File: config.mk
export PLATFORM = sky130hd
export DESIGN_NAME = vec_mem_arbiter_flat
export DESIGN_NICKNAME = d
export VERILOG_FILES = /design/src/rtl/vec_mem_arbiter_if.sv /design/src/rtl/vec_mem_arbiter.sv /design/src/flat_wrapper.sv
export SDC_FILE = /design/constraint.sdc
export NUM_CORES = 1
export LEC_CHECK = 0
export ABC_AREA = 1
export CAP_MARGIN = 20
export CORE_MARGIN = 3
export CORE_UTILIZATION = 30
export CTS_BUF_LIST = sky130_fd_sc_hd__clkbuf_4
export DETAILED_ROUTE_END_ITERATION = 12
export DONT_BUFFER_PORTS = 1
export PLACE_DENSITY_LB_ADDON = 0.25
export RECOVER_POWER = 50
export SETUP_SLACK_MARGIN = 0.05
export SLEW_MARGIN = 20
export SYNTH_ARGS = -nofsm -noshare
export SYNTH_HDL_FRONTEND = slang
export SYNTH_SLANG_ARGS = --single-unit
export TNS_END_PERCENT = 30
File: constraint.sdc
create_clock -name clk -period 4.34 [get_ports clk]
set_input_delay 0.434 -clock clk [delete_from_list [all_inputs] [get_ports clk]]
set_output_delay 0.434 -clock clk [all_outputs]
set_load 0.1 [all_outputs]
File: src/rtl/vec_mem_arbiter_if.sv
// Bus bundle between the load/store pipeline, the vector memory arbiter and
// the single-port data memory.
//   scalar : s_req/s_we/s_addr/s_wdata in, s_ack/s_rdata out
//   vector : v_req/v_we/v_addr/v_wdata/v_rd in, v_done/v_rdata/v_rd_out out
//   memory : mem_addr/mem_we/mem_wdata out, mem_rdata in (one cycle latency)
//   stall  : pipeline freeze
// slave  = arbiter side, master = requester + memory side.
interface vec_mem_arbiter_if #(
   parameter int DATA_W = 16,
   parameter int LANES  = 16,
   parameter int ADDR_W = 16
);
   logic                         s_req;
   logic                         s_we;
   logic [ADDR_W-1:0]            s_addr;
   logic [DATA_W-1:0]            s_wdata;
   logic                         s_ack;
   logic [DATA_W-1:0]            s_rdata;

   logic                         v_req;
   logic                         v_we;
   logic [ADDR_W-1:0]            v_addr;
   logic [LANES-1:0][DATA_W-1:0] v_wdata;
   logic [4:0]                   v_rd;
   logic                         v_done;
   logic [LANES-1:0][DATA_W-1:0] v_rdata;
   logic [4:0]                   v_rd_out;

   logic                         stall;

   logic [ADDR_W-1:0]            mem_addr;
   logic                         mem_we;
   logic [DATA_W-1:0]            mem_wdata;
   logic [DATA_W-1:0]            mem_rdata;

   modport slave (
      input  s_req, s_we, s_addr, s_wdata,
      output s_ack, s_rdata,
      input  v_req, v_we, v_addr, v_wdata, v_rd,
      output v_done, v_rdata, v_rd_out,
      output stall,
      output mem_addr, mem_we, mem_wdata,
      input  mem_rdata
   );

   modport master (
      output s_req, s_we, s_addr, s_wdata,
      input  s_ack, s_rdata,
      output v_req, v_we, v_addr, v_wdata, v_rd,
      input  v_done, v_rdata, v_rd_out,
      input  stall,
      input  mem_addr, mem_we, mem_wdata,
      output mem_rdata
   );
endinterface

File: src/rtl/vec_mem_arbiter.sv
// Shares the single-port synchronous data memory between the scalar and the
// vector load/store paths. Vector accesses stream LANES words, one per cycle,
// from/to consecutive (wrapping) addresses; loads are gathered into a full
// register image tagged with its destination register.
// Ports: clk, rst (async, active low), bus (vec_mem_arbiter_if.slave).
//
//   state  | meaning
//   -------+----------------------------------------------------------
//   IDLE   | arbitrate between pending scalar and vector requests
//   S_ACC  | scalar address/command on the memory bus
//   S_RESP | scalar read data returns; ack issued on exit
//   V_RD   | vector load, idx 0..LANES (last step captures final word)
//   V_WR   | vector store, idx 0..LANES-1
module vec_mem_arbiter #(
   parameter int DATA_W = 16,
   parameter int LANES  = 16,
   parameter int ADDR_W = 16
) (
   input  logic             clk,
   input  logic             rst,
   vec_mem_arbiter_if.slave bus
);

   localparam int IDX_W  = $clog2(LANES + 1);
   localparam int LANE_W = $clog2(LANES);
   localparam logic [IDX_W-1:0] IDX_LAST = IDX_W'(LANES - 1);
   localparam logic [IDX_W-1:0] IDX_END  = IDX_W'(LANES);

   typedef enum logic [2:0] {
      IDLE   = 3'd0,
      S_ACC  = 3'd1,
      S_RESP = 3'd2,
      V_RD   = 3'd3,
      V_WR   = 3'd4
   } state_t;

   state_t                       state_q,    state_d;
   logic [IDX_W-1:0]             idx_q,      idx_d;
   logic                         last_vec_q, last_vec_d;
   logic [ADDR_W-1:0]            addr_q,     addr_d;
   logic                         s_we_q,     s_we_d;
   logic [DATA_W-1:0]            s_wdata_q,  s_wdata_d;
   logic [LANES-1:0][DATA_W-1:0] v_wdata_q,  v_wdata_d;
   logic                         s_ack_q,    s_ack_d;
   logic [DATA_W-1:0]            s_rdata_q,  s_rdata_d;
   logic                         v_done_q,   v_done_d;
   logic [LANES-1:0][DATA_W-1:0] v_rdata_q,  v_rdata_d;
   logic [4:0]                   v_rd_out_q, v_rd_out_d;

   logic              s_pend, v_pend, grant_s, grant_v;
   logic [LANE_W-1:0] lane_rd, lane_wr;
   logic [ADDR_W-1:0] mem_addr_c;
   logic              mem_we_c;
   logic [DATA_W-1:0] mem_wdata_c;

   // A request still high in its own ack/done cycle is the old one.
   assign s_pend  = bus.s_req & ~s_ack_q;
   assign v_pend  = bus.v_req & ~v_done_q;
   // On contention the side that did not win last time goes first.
   assign grant_s = s_pend & (~v_pend | last_vec_q);
   assign grant_v = v_pend & ~grant_s;

   // Load data returns one cycle behind its address, so step idx lands the
   // word for base+idx-1; lane order is reversed (base+k -> lane LANES-1-k).
   assign lane_rd = LANE_W'(LANES) - LANE_W'(idx_q);
   assign lane_wr = LANE_W'(LANES - 1) - LANE_W'(idx_q);

   always_comb begin
      state_d     = state_q;
      idx_d       = idx_q;
      last_vec_d  = last_vec_q;
      addr_d      = addr_q;
      s_we_d      = s_we_q;
      s_wdata_d   = s_wdata_q;
      v_wdata_d   = v_wdata_q;
      s_ack_d     = 1'b0;
      s_rdata_d   = s_rdata_q;
      v_done_d    = 1'b0;
      v_rdata_d   = v_rdata_q;
      v_rd_out_d  = v_rd_out_q;
      mem_addr_c  = '0;
      mem_we_c    = 1'b0;
      mem_wdata_c = '0;

      case (state_q)
         IDLE: begin
            idx_d = '0;
            if (grant_s) begin
               state_d    = S_ACC;
               addr_d     = bus.s_addr;
               s_we_d     = bus.s_we;
               s_wdata_d  = bus.s_wdata;
               last_vec_d = 1'b0;
            end else if (grant_v) begin
               state_d    = bus.v_we ? V_WR : V_RD;
               addr_d     = bus.v_addr;
               v_wdata_d  = bus.v_wdata;
               last_vec_d = 1'b1;
               if (!bus.v_we) begin
                  v_rd_out_d = bus.v_rd;
               end
            end
         end
         S_ACC: begin
            mem_addr_c  = addr_q;
            mem_we_c    = s_we_q;
            mem_wdata_c = s_wdata_q;
            state_d     = S_RESP;
         end
         S_RESP: begin
            if (!s_we_q) begin
               s_rdata_d = bus.mem_rdata;
            end
            s_ack_d = 1'b1;
            state_d = IDLE;
         end
         V_RD: begin
            if (idx_q < IDX_END) begin
               mem_addr_c = addr_q + ADDR_W'(idx_q);
            end
            if (idx_q != '0) begin
               v_rdata_d[lane_rd] = bus.mem_rdata;
            end
            if (idx_q == IDX_END) begin
               v_done_d = 1'b1;
               idx_d    = '0;
               state_d  = IDLE;
            end else begin
               idx_d = idx_q + 1'b1;
            end
         end
         V_WR: begin
            mem_addr_c  = addr_q + ADDR_W'(idx_q);
            mem_we_c    = 1'b1;
            mem_wdata_c = v_wdata_q[lane_wr];
            if (idx_q == IDX_LAST) begin
               v_done_d = 1'b1;
               idx_d    = '0;
               state_d  = IDLE;
            end else begin
               idx_d = idx_q + 1'b1;
            end
         end
         default: begin
            state_d = IDLE;
            idx_d   = '0;
         end
      endcase
   end

   // Reset aborts any access in flight and clears partially gathered data.
   always_ff @(posedge clk or negedge rst) begin
      if (!rst) begin
         state_q    <= IDLE;
         idx_q      <= '0;
         last_vec_q <= 1'b1;
         addr_q     <= '0;
         s_we_q     <= 1'b0;
         s_wdata_q  <= '0;
         v_wdata_q  <= '0;
         s_ack_q    <= 1'b0;
         s_rdata_q  <= '0;
         v_done_q   <= 1'b0;
         v_rdata_q  <= '0;
         v_rd_out_q <= '0;
      end else begin
         state_q    <= state_d;
         idx_q      <= idx_d;
         last_vec_q <= last_vec_d;
         addr_q     <= addr_d;
         s_we_q     <= s_we_d;
         s_wdata_q  <= s_wdata_d;
         v_wdata_q  <= v_wdata_d;
         s_ack_q    <= s_ack_d;
         s_rdata_q  <= s_rdata_d;
         v_done_q   <= v_done_d;
         v_rdata_q  <= v_rdata_d;
         v_rd_out_q <= v_rd_out_d;
      end
   end

   assign bus.s_ack     = s_ack_q;
   assign bus.s_rdata   = s_rdata_q;
   assign bus.v_done    = v_done_q;
   assign bus.v_rdata   = v_rdata_q;
   assign bus.v_rd_out  = v_rd_out_q;
   assign bus.stall     = (state_q != IDLE) | s_pend | v_pend;
   assign bus.mem_addr  = mem_addr_c;
   assign bus.mem_we    = mem_we_c;
   assign bus.mem_wdata = mem_wdata_c;

endmodule

File: src/flat_wrapper.sv
// flat-port wrapper written by rule: the top's interface ports become plain ports
module vec_mem_arbiter_flat 
#(
   parameter int DATA_W = 16,
   parameter int LANES  = 16,
   parameter int ADDR_W = 16
)
  (clk, rst, bus_s_req, bus_s_we, bus_s_addr, bus_s_wdata, bus_s_ack, bus_s_rdata, bus_v_req, bus_v_we, bus_v_addr, bus_v_wdata, bus_v_rd, bus_v_done, bus_v_rdata, bus_v_rd_out, bus_stall, bus_mem_addr, bus_mem_we, bus_mem_wdata, bus_mem_rdata);
  vec_mem_arbiter_if #(.DATA_W(DATA_W), .LANES(LANES), .ADDR_W(ADDR_W)) bus_i ();
  input  logic clk;
  input  logic rst;
  input wire logic [$bits(bus_i.s_req)-1:0] bus_s_req;
  input wire logic [$bits(bus_i.s_we)-1:0] bus_s_we;
  input wire logic [$bits(bus_i.s_addr)-1:0] bus_s_addr;
  input wire logic [$bits(bus_i.s_wdata)-1:0] bus_s_wdata;
  output wire logic [$bits(bus_i.s_ack)-1:0] bus_s_ack;
  output wire logic [$bits(bus_i.s_rdata)-1:0] bus_s_rdata;
  input wire logic [$bits(bus_i.v_req)-1:0] bus_v_req;
  input wire logic [$bits(bus_i.v_we)-1:0] bus_v_we;
  input wire logic [$bits(bus_i.v_addr)-1:0] bus_v_addr;
  input wire logic [$bits(bus_i.v_wdata)-1:0] bus_v_wdata;
  input wire logic [$bits(bus_i.v_rd)-1:0] bus_v_rd;
  output wire logic [$bits(bus_i.v_done)-1:0] bus_v_done;
  output wire logic [$bits(bus_i.v_rdata)-1:0] bus_v_rdata;
  output wire logic [$bits(bus_i.v_rd_out)-1:0] bus_v_rd_out;
  output wire logic [$bits(bus_i.stall)-1:0] bus_stall;
  output wire logic [$bits(bus_i.mem_addr)-1:0] bus_mem_addr;
  output wire logic [$bits(bus_i.mem_we)-1:0] bus_mem_we;
  output wire logic [$bits(bus_i.mem_wdata)-1:0] bus_mem_wdata;
  input wire logic [$bits(bus_i.mem_rdata)-1:0] bus_mem_rdata;
  assign bus_i.s_req = bus_s_req;
  assign bus_i.s_we = bus_s_we;
  assign bus_i.s_addr = bus_s_addr;
  assign bus_i.s_wdata = bus_s_wdata;
  assign bus_s_ack = bus_i.s_ack;
  assign bus_s_rdata = bus_i.s_rdata;
  assign bus_i.v_req = bus_v_req;
  assign bus_i.v_we = bus_v_we;
  assign bus_i.v_addr = bus_v_addr;
  assign bus_i.v_wdata = bus_v_wdata;
  assign bus_i.v_rd = bus_v_rd;
  assign bus_v_done = bus_i.v_done;
  assign bus_v_rdata = bus_i.v_rdata;
  assign bus_v_rd_out = bus_i.v_rd_out;
  assign bus_stall = bus_i.stall;
  assign bus_mem_addr = bus_i.mem_addr;
  assign bus_mem_we = bus_i.mem_we;
  assign bus_mem_wdata = bus_i.mem_wdata;
  assign bus_i.mem_rdata = bus_mem_rdata;
  vec_mem_arbiter #(.DATA_W(DATA_W), .LANES(LANES), .ADDR_W(ADDR_W)) u_core (.clk(clk), .rst(rst), .bus(bus_i));
endmodule
# After elaboration in Yosys (flattened, before gate mapping)
# Cells that the tools add are included.
# classes
add_sub_neg	4
magnitude_cmp	4
n_eq_ne	9
muxes	26
bitwise	13
reduce_logical	13
# op_table
operator	count
256-bit bitwise mux	1
16-bit two-way mux	5
16-bit binary-select mux with 4-bit select	1
16-bit demux with 4-bit select	1
16-bit one-hot mux with 3 select lines	1
16-bit one-hot mux with 2 select lines	1
16-bit by 5-bit adder with 16-bit output	1
3-bit two-way mux	5
5-bit one-hot mux with 3 select lines	1
3-bit one-hot mux with 4 select lines	1
4-bit by 5-bit less-than comparator with 1-bit output, second input constant	2
5-bit two-way mux	2
2-bit AND reduction	4
3-bit by 2-bit == test with 1-bit output, second input constant	2
1-bit NOT	6
3-bit AND reduction	2
5-bit by 1-bit adder with 5-bit output, second input constant	1
5-bit by 4-bit == test with 1-bit output, second input constant	1
5-bit == test, second input constant	1
5-bit less-than comparator, second input constant	1
1-bit two-way mux	5
5-bit nonzero test	1
1-bit bitwise AND	4
4-bit by 1-bit >= comparator with 1-bit output, second input constant	1
14 further kinds	18
# word_totals
regBits	577
in_bits	331
output_inout_bits	313
word_cells	111

# Logic depth before layout (Yosys ltp)
# logic_depth
ltp_word	10
mapped_depth	12
mapped_depth_nobuf	11

# Worst setup path before layout
# No wires, ideal clock.
# synth_timing
kind	register to output
start	register u_core.idx_q[1]
end	output bus_mem_addr[8]
arrival_ps	3280
required_time_ps	3906
slack_ps	626
stages_incl_launch_ff	12
path_buffers	2
path_cell_list	dfrtp_1 > buf_2 > inv_2 > clkbuf_1 > fa_1 > inv_1 > nand3_1 > nand3_1 > nand2_1 > nand2_1 > o21ai_0 > a21oi_1
# synth_between
elab_chain_cells	3
word_cells_on_any_way	4
cone_classes	add/sub: 1; order compare: 1; mux: 2
# synth_rtl
element	line	rtl
start: declaration	vec_mem_arbiter.sv:38	logic [IDX_W-1:0] idx_q, idx_d;
start signal: assignment	vec_mem_arbiter.sv:168	idx_q <= idx_d;
16-bit by 5-bit adder with 16-bit output / 5-bit less-than comparator (equally long branches)	vec_mem_arbiter.sv:119, vec_mem_arbiter.sv:133, vec_mem_arbiter.sv:118	
16-bit two-way mux	vec_mem_arbiter.sv:118	if (idx_q < IDX_END) begin
16-bit one-hot mux with 3 select lines (*)	vec_mem_arbiter.sv:85	case (state_q)
end: declaration	flat_wrapper.sv:27	output wire logic [$bits(bus_i.mem_addr)-1:0] bus_mem_addr;
# Every way passes the cells marked *; elsewhere a longest branch is shown, timed or not.

# Worst setup path in the final report
# layout_timing
start	register u_core.idx_q[0]
end	output bus_mem_wdata[3]
# layout_between
elab_chain_cells	4
# layout_rtl
element	line	rtl
4-bit subtractor	vec_mem_arbiter.sv:66	assign lane_wr = LANE_W'(LANES - 1) - LANE_W'(idx_q);
16-bit binary-select mux with 4-bit select	vec_mem_arbiter.sv:135	mem_wdata_c = v_wdata_q[lane_wr];
16-bit two-way mux (not written as such)	vec_mem_arbiter.sv:135	
16-bit one-hot mux with 2 select lines	vec_mem_arbiter.sv:85	
end: declaration	flat_wrapper.sv:29	output wire logic [$bits(bus_i.mem_wdata)-1:0] bus_mem_wdata;
# Every way passes these cells. The select of a mux whose other input is x is not followed.

==> results by group <==
Cells and area
  • Share of final-layout standard cells stronger than drive strength 1: 10.0%
  • Net total in the final layout: 4049
  • Most frequent standard cell in the layout excluding fill and tap cells: sky130_fd_sc_hd__nand2_1
  • Fin cells: 4975
  • Layout fillers: 8524
  • Most frequent cells in the layout: 895 x sky130_fd_sc_hd__nand2_1, 574 x sky130_fd_sc_hd__dfrtp_1, 537 x sky130_fd_sc_hd__dlygate4sd3_1
  • Synth-to-layout area growth: 34.1%
  • Core Util, Final: 40.8%

Global routing
  • Wire length of the first global-routing pass: 155000 µm
  • Via count of the first global-routing pass: 23800
  • Met1 layer usage reported by global route: 29.9%
  • Global-route track usage on met3: 6.31%
  • Met2 Resource Use GR: 36.6%
  • Most Used Layer, Global Route: met2
  • Grt total ovfl: 0
  • Maximum number of pins on one net before global-route repair: 578
  • GRT Util Overall: 23.1%
  • Antenna violations before repair: 18

Pwr
  • Internal power: 12.8 mW
  • Sequential power share: 43.1%
  • Total leakage power: 16.4 nW
  • Power Density: 730 nW/µm²
  • Max VDD drop: 0.000535 V
  • Combinational cell fraction of total power: 35.9%
  • Share of total power consumed by net switching: 48.7%
  • Switching power summed over all nets: 12.2 mW
  • Clock network fraction of total power: 20.9%

Critical path
  • Critical-path maximum fanout: 40
  • Type of origin of the critical path: flip-flop
  • Kind of critical path: reg2out
  • Crit path capture type: primary output
  • Critical Path RT: 3.91 ns
  • Arrival time of the worst setup path: 3.57 ns

Timing
  • Post-route setup TNS: 0 ns
  • Largest clock skew in the final design: 0.0918 ns
  • Setup repair after global routing missed its margin: no
  • Slew @ Worst Pin: 1.64 ns
  • Final Hold Slack: -0.901 ns
  • Finish-stage setup viols: 0
  • Final hold violations: 577
  • Worst-case headroom to the max-slew limit: -9.30%
  • Period Utilization, post-route: 92.3%
  • Max-slew violation count: 198
  • Final critical-path required period: 4.01 ns
  • Achievable frequency: 250 MHz

Floorplan
  • Die Outline Area: 88700 µm²
  • Total number of placement rows: 106
  • Starting utilization of the core area: 30.4%
  • Count of pins on the block boundary: 644
  • Floorplan Core Area: 84000 µm²
  • Horizontal die dimension: 298 µm
  • Die boundary height: 298 µm

Clock network
  • Maximum buffer depth of the clock tree: 3
  • Root buffer selected by CTS: sky130_fd_sc_hd__clkbuf_4
  • Clk Latency, worst-skew pair: 1.06 ns
  • Clock transition at the register clock pins on the worst setup and hold paths after CTS: 0.06 ns
  • H-tree levels: 4
  • CTS buffer count: 164
  • Number of hold-repair buffers added at the cts stage: 537
  • TritonCTS clock tree: built
  • Total clock sinks: 577

Route
  • Via count: 23900
  • Number of DRC violations after detailed routing: 0
  • Pre-Repair DR Iteration Count: 6
  • Starting DRT DRC Count: 1813
  • Routed via count divided by cell count: 4.80
  • Detail Route Antenna Nets: 0
  • Overall routed net length: 105000 µm
  • Mean routed wirelength per cell: 21.0 µm

Synth
  • Nets in the synthesized netlist: 3482
  • Netlist area before placement: 25500 µm²
  • Sequential share of the synthesized area: 56.5%
  • Synth cell types: 37
  • Post-synth EDFFs: 0
  • Async set or reset register ratio after synthesis: 100%
  • FF+latch count, synth: 577
  • Total number of yosys warnings: 0
  • Mean instance size in the synthesized netlist: 8.14 µm²
  • Synthesized instance count: 3137
  • Primary flip-flop cell chosen by synthesis mapping: sky130_fd_sc_hd__dfrtp_1

Placed design
  • IO buf count: 0
  • Number of instances in the placed design: 4132
  • Final GP Congestion: 0.856
  • Dpl hpwl: 70200 µm

Run status
  • Result of the run: finished, violations left
  • Violations in the final reports: hold timing, capacitance limit, slew limit

Hold path
  • Worst Hold Class: in2async

Job
  • Number of max-cap violations: 1
[cells by family (layout without fill, tap and decap cells)]
family,after synthesis,in the layout,synth area share [%]
AND/OR/NAND/NOR,1616,1616,25.3
flip-flops,577,577,56.5
AO/OA/AOI/OAI,505,505,10.2
buffers and inverters,421,1101,7.02
adder cells (fa/ha/maj),14,14,0.715
XOR/XNOR,4,4,0.211
other,0,24,0
[worst paths after layout]
check,start,endpoint,slack (ns),depth (start not counted)
min in group clk,bus_v_wdata[128],u_core.v_wdata_q[128],0.15,3
hold / removal,rst,u_core.bus.v_rdata[114],-0.90,0
setup reg to reg,u_core.bus.v_done,u_core.bus.v_rd_out[0],0.54,12
hold reg to reg,u_core.v_wdata_q[57],u_core.v_wdata_q[57],0.47,2
setup / recovery,u_core.idx_q[0],bus_mem_wdata[3],0.33,10
max in group asynchronous,rst,u_core.idx_q[0],3.89,0
[metal layers]
| layer | vias to the layer above | part of all wire [%] |
|---|---|---|
| li1 | 11200 | - |
| met1 | 11400 | 42 |
| met2 | 1034 | 46 |
| met3 | 233 | 7.5 |
| met4 | 0 | 3.6 |
| met5 | - | 0 |
[power by group through the flow]
stage,Combinational [mW],Sequential (mW),Clock (mW)
floorplan,5.71,10.5,0
global placement,7.65,10.8,0
detailed placement,7.77,10.9,0
CTS,8.88,10.8,5.40
global route,9.97,11.0,5.73
finish,8.99,10.8,5.23
[sequential cells by signal, indices dropped and copies added, names as in the netlist, 3 cells and up]
| register | count |
|---|---|
| u_core.state_q | 3 |
| u_core.bus.s_rdata | 16 |
| u_core.s_wdata_q | 16 |
| u_core.bus.v_rdata | 256 |
| u_core.bus.v_rd_out | 5 |
| u_core.v_wdata_q | 256 |
| u_core.addr_q | 16 |
| u_core.idx_q | 5 |
[metrics by stage]
stage / worst slack (ns) / instance area (µm²) / power [mW]
after detailed placement: 1.23 / 26700 / 18.6
final: 0.334 / 34200 / 25.0
after CTS: 0.000120 / 34200 / 25.0
after floorplan: 0.626 / 25500 / 16.2
after global placement: 1.22 / 26700 / 18.5
after global routing: 0.0259 / 34200 / 26.6
[critical path: stages (launching register included)]
cell	delay (ns)
sky130_fd_sc_hd__dfrtp_4	0.61
sky130_fd_sc_hd__inv_4	0.26
sky130_fd_sc_hd__buf_12	0.29
sky130_fd_sc_hd__nand2_1	0.10
sky130_fd_sc_hd__nand3_1	0.20
sky130_fd_sc_hd__nand3_1	0.24
sky130_fd_sc_hd__nand2_1	0.14
sky130_fd_sc_hd__nand2_1	0.05
sky130_fd_sc_hd__nand3_1	0.19
sky130_fd_sc_hd__nand2_1	0.13
sky130_fd_sc_hd__buf_4	0.26
[Yosys cell counts (2+ instances only)]
cell | number | area share (%)
sky130_fd_sc_hd__nor2_1 | 436 | 6.4
sky130_fd_sc_hd__clkinv_1 | 2 | 0.029
sky130_fd_sc_hd__inv_2 | 10 | 0.15
sky130_fd_sc_hd__buf_2 | 76 | 1.5
sky130_fd_sc_hd__inv_1 | 203 | 3.0
sky130_fd_sc_hd__o21ai_0 | 198 | 3.9
sky130_fd_sc_hd__buf_6 | 15 | 0.66
sky130_fd_sc_hd__o21ai_1 | 58 | 1.1
sky130_fd_sc_hd__a21oi_1 | 215 | 4.2
sky130_fd_sc_hd__clkbuf_2 | 2 | 0.039
sky130_fd_sc_hd__nand3_2 | 3 | 0.12
sky130_fd_sc_hd__buf_1 | 21 | 0.31
sky130_fd_sc_hd__a21oi_2 | 10 | 0.34
sky130_fd_sc_hd__ha_1 | 13 | 0.64
sky130_fd_sc_hd__nand3_1 | 264 | 5.2
sky130_fd_sc_hd__nand4_1 | 2 | 0.049
sky130_fd_sc_hd__dfrtp_1 | 576 | 56
sky130_fd_sc_hd__clkbuf_1 | 91 | 1.3
sky130_fd_sc_hd__nand2_1 | 897 | 13
sky130_fd_sc_hd__nor2_2 | 7 | 0.17
sky130_fd_sc_hd__xor2_1 | 2 | 0.069
sky130_fd_sc_hd__o22ai_1 | 21 | 0.51
[area by class of cell]
cell class                 instances  area [µm²]  share of cell area (%)
clock buffer                     250        1880                    5.48
timing repair buffer             607        6030                    17.6
sequential                       577       14400                    42.2
inverter                         215         815                    2.38
clock inverter                    29         230                   0.672
tap                             1134        1420                    4.14
antenna                           24        60.1                   0.175
multi-input combinational       2139        9370                    27.4
[timing repair]
action | in CTS | in global routing
gates resized for setup | 1 | 4
setup endpoints to repair | 5 | 8
setup buffers | 0 | 1
gates cloned | 0 | 1
hold endpoints to repair | 1099 | 577
No activity file was read; power rests on OpenSTA's default activity.
==> RTL change, RTL diff (same settings) <==
`LANES` is set to 16 in 3 places; all go to 8.
--- a/src/rtl/vec_mem_arbiter_if.sv
+++ b/src/rtl/vec_mem_arbiter_if.sv
@@ -7,7 +7,7 @@
 // slave  = arbiter side, master = requester + memory side.
 interface vec_mem_arbiter_if #(
    parameter int DATA_W = 16,
-   parameter int LANES  = 16,
+   parameter int LANES  = 8,
    parameter int ADDR_W = 16
 );
    logic                         s_req;
--- a/src/rtl/vec_mem_arbiter.sv
+++ b/src/rtl/vec_mem_arbiter.sv
@@ -13,7 +13,7 @@
 //   V_WR   | vector store, idx 0..LANES-1
 module vec_mem_arbiter #(
    parameter int DATA_W = 16,
-   parameter int LANES  = 16,
+   parameter int LANES  = 8,
    parameter int ADDR_W = 16
 ) (
    input  logic             clk,
--- a/src/flat_wrapper.sv
+++ b/src/flat_wrapper.sv
@@ -2,7 +2,7 @@
 module vec_mem_arbiter_flat 
 #(
    parameter int DATA_W = 16,
-   parameter int LANES  = 16,
+   parameter int LANES  = 8,
    parameter int ADDR_W = 16
 )
   (clk, rst, bus_s_req, bus_s_we, bus_s_addr, bus_s_wdata, bus_s_ack, bus_s_rdata, bus_v_req, bus_v_we, bus_v_addr, bus_v_wdata, bus_v_rd, bus_v_done, bus_v_rdata, bus_v_rd_out, bus_stall, bus_mem_addr, bus_mem_we, bus_mem_wdata, bus_mem_rdata);
Ports: changed (resized bus_v_rdata and bus_v_wdata); port bits go from 644 to 388. The function was not compared with the original's and may differ.
==> RTL change against the unedited design <==
The flow finishes with violations (hold timing). First-iteration DRC count fell by 45%. Critical endpoint is now bus_mem_wdata[15]. Synthesized area fell by 43%. Non-clock buffer count fell by 359. Highest routed layer is now met5. Sequential cell count fell by 257. Routed wire length fell by 50%. Critical path type unchanged. Register-to-register slack improved by 0.57 ns. Setup slack improved by 0.10 ns. Cell area fell by 46%.
Power is not shown: default switching activity piles up to over one toggle a cycle in this logic, so the estimate is an artifact.
==> RTL change: results <==
group,metric,value,unit
worst_setup_path,delay_heaviest_family_cp,"buffers and inverters",
logic_synthesis,proportion_of_synthesized_chip_area_in_sequential_cells,55.0,%
routing,drt_first_pass_iters,5,
place,numPlacedInstances,2263,
grt,grt_util_all_layers,19.8,%
clock_tree,cts_post_setup_buffers_inserted,0,
place,placed_cell_area,15200,um^2
grt,grt_first_pass_wirelength,77900,um
routing,vias,12939,
place,port-buffer-count,0,
grt,globalRoute.totalOverflow,0,
clock_tree,cts_htree_levels,3,
place,place_ws,1.32,ns
worst_setup_path,highest_delay_cell_along_the_critical_path,"nand3_1",
logic_synthesis,ys_top_cells_by_count,"nand2_1 (502), dfrtp_1 (319), nor2_1 (191)",
clock_tree,worst_setup_hold_path_clk_slew,0.06,ns
routing,detailedRoute.firstIterationViolations,1000,
grt,grt_antenna_before_repair,3,
clock_tree,cts_max_path_bufs,3,
status,status,"finished, violations left",
grt,largest_net_degree_at_the_start_of_global_routing,321,
logic_synthesis,async_reset_ff_share,100,%
logic_synthesis,synthesis.nets,1927,
timing,tightest_slew,1.20,ns
clock_tree,clock_tree.root_cell,"clkbuf_4",
timing,fin_skew,0.0519,ns
clock_tree,worst_skew_pair.late_latency,0.86,ns
routing,totalWireLength,52100,um
routing,detail_route.vias_per_cell,4.91,
logic_synthesis,synth_warnings,0,
timing,report.final.hold_viol_count,320,
place,routabilityCongestion,0.886,
timing,hold_ws,-0.662,ns
worst_setup_path,critical-path-max-stage-delay,0.58,ns
cells_and_area,net_count_reported_at_finish,2156,
clock_tree,number_of_cells_upsized_or_downsized_after_cts,0,
logic_synthesis,ys_types,34,
worst_setup_path,worst-path-max-fanout,16,
clock_tree,cts_made_buffers,91,
cells_and_area,drive_gt1_share,13.2,%
worst_hold_path,holdCritPathClass,"primary input to asynchronous set/reset pin",
status,violated_checks,"hold timing",
clock_tree,cts.hold.buffers_added,205,
logic_synthesis,syn_avg_cell_area,8.48,um^2
place,dp_hpwl,35200,um
worst_setup_path,critical_path_arrival,3.47,ns
logic_synthesis,synth_area_leaders,"dfrtp_1 (55%), nand2_1 (13%), nand3_1 (6.2%)",
## RTL change: changes by cell type in the layout (fill, tap and decap cells not counted), moves of 20 or more
cell	delta
nand2_1	-393
dlygate4sd3_1	-332
dfrtp_1	-257
nor2_1	-248
inv_1	-145
a21oi_1	-135
clkbuf_4	-118
o21ai_0	-105
nand3_1	-86
o211ai_1	+32
diode_2	-20
## RTL change: final timing paths
kind,cells after the start,end,from,slack [ns]
worst max-delay path,7,bus_mem_wdata[15],u_core.state_q[2],0.44
worst min-delay path,0,u_core.bus.v_rdata[106],rst,-0.66
worst max register to register,12,u_core.addr_q[4],u_core.bus.v_done,1.11
worst min register to register,2,u_core.v_wdata_q[108],u_core.v_wdata_q[108],0.46
max in group asynchronous,0,u_core.v_wdata_q[95],rst,4.25
min in group clk,3,u_core.v_wdata_q[0],bus_v_wdata[0],0.26
## RTL change: layout make-up
class | count | area, um^2
Antenna cell | 4 | 10.0
Multi-Input combinational cell | 1220 | 5760
Sequential cell | 320 | 8010
Clock buffer | 132 | 991
Fill cell | 4897 | 29500
Tap cell | 615 | 769
Timing Repair Buffer | 248 | 2440
Inverter | 65 | 246
Clock inverter | 30 | 164
## RTL change: logic make-up (layout without fill, tap and decap cells)
logic type	after synthesis	count (layout)	synth area share [%]
buf+inv	177	475	6.22
other cells	0	4	0
simple gates	900	900	25.6
xor+xnor	3	3	0.180
fa+ha+maj	7	7	0.653
compound gates	310	310	12.4
flops	320	320	55.0
## RTL change: metal layers
metal	track usage (%)	routed length, um
met1	25.8	22500
met2	31.9	24500
met3	5.19	3660
met4	7.05	1330
met5	0	9
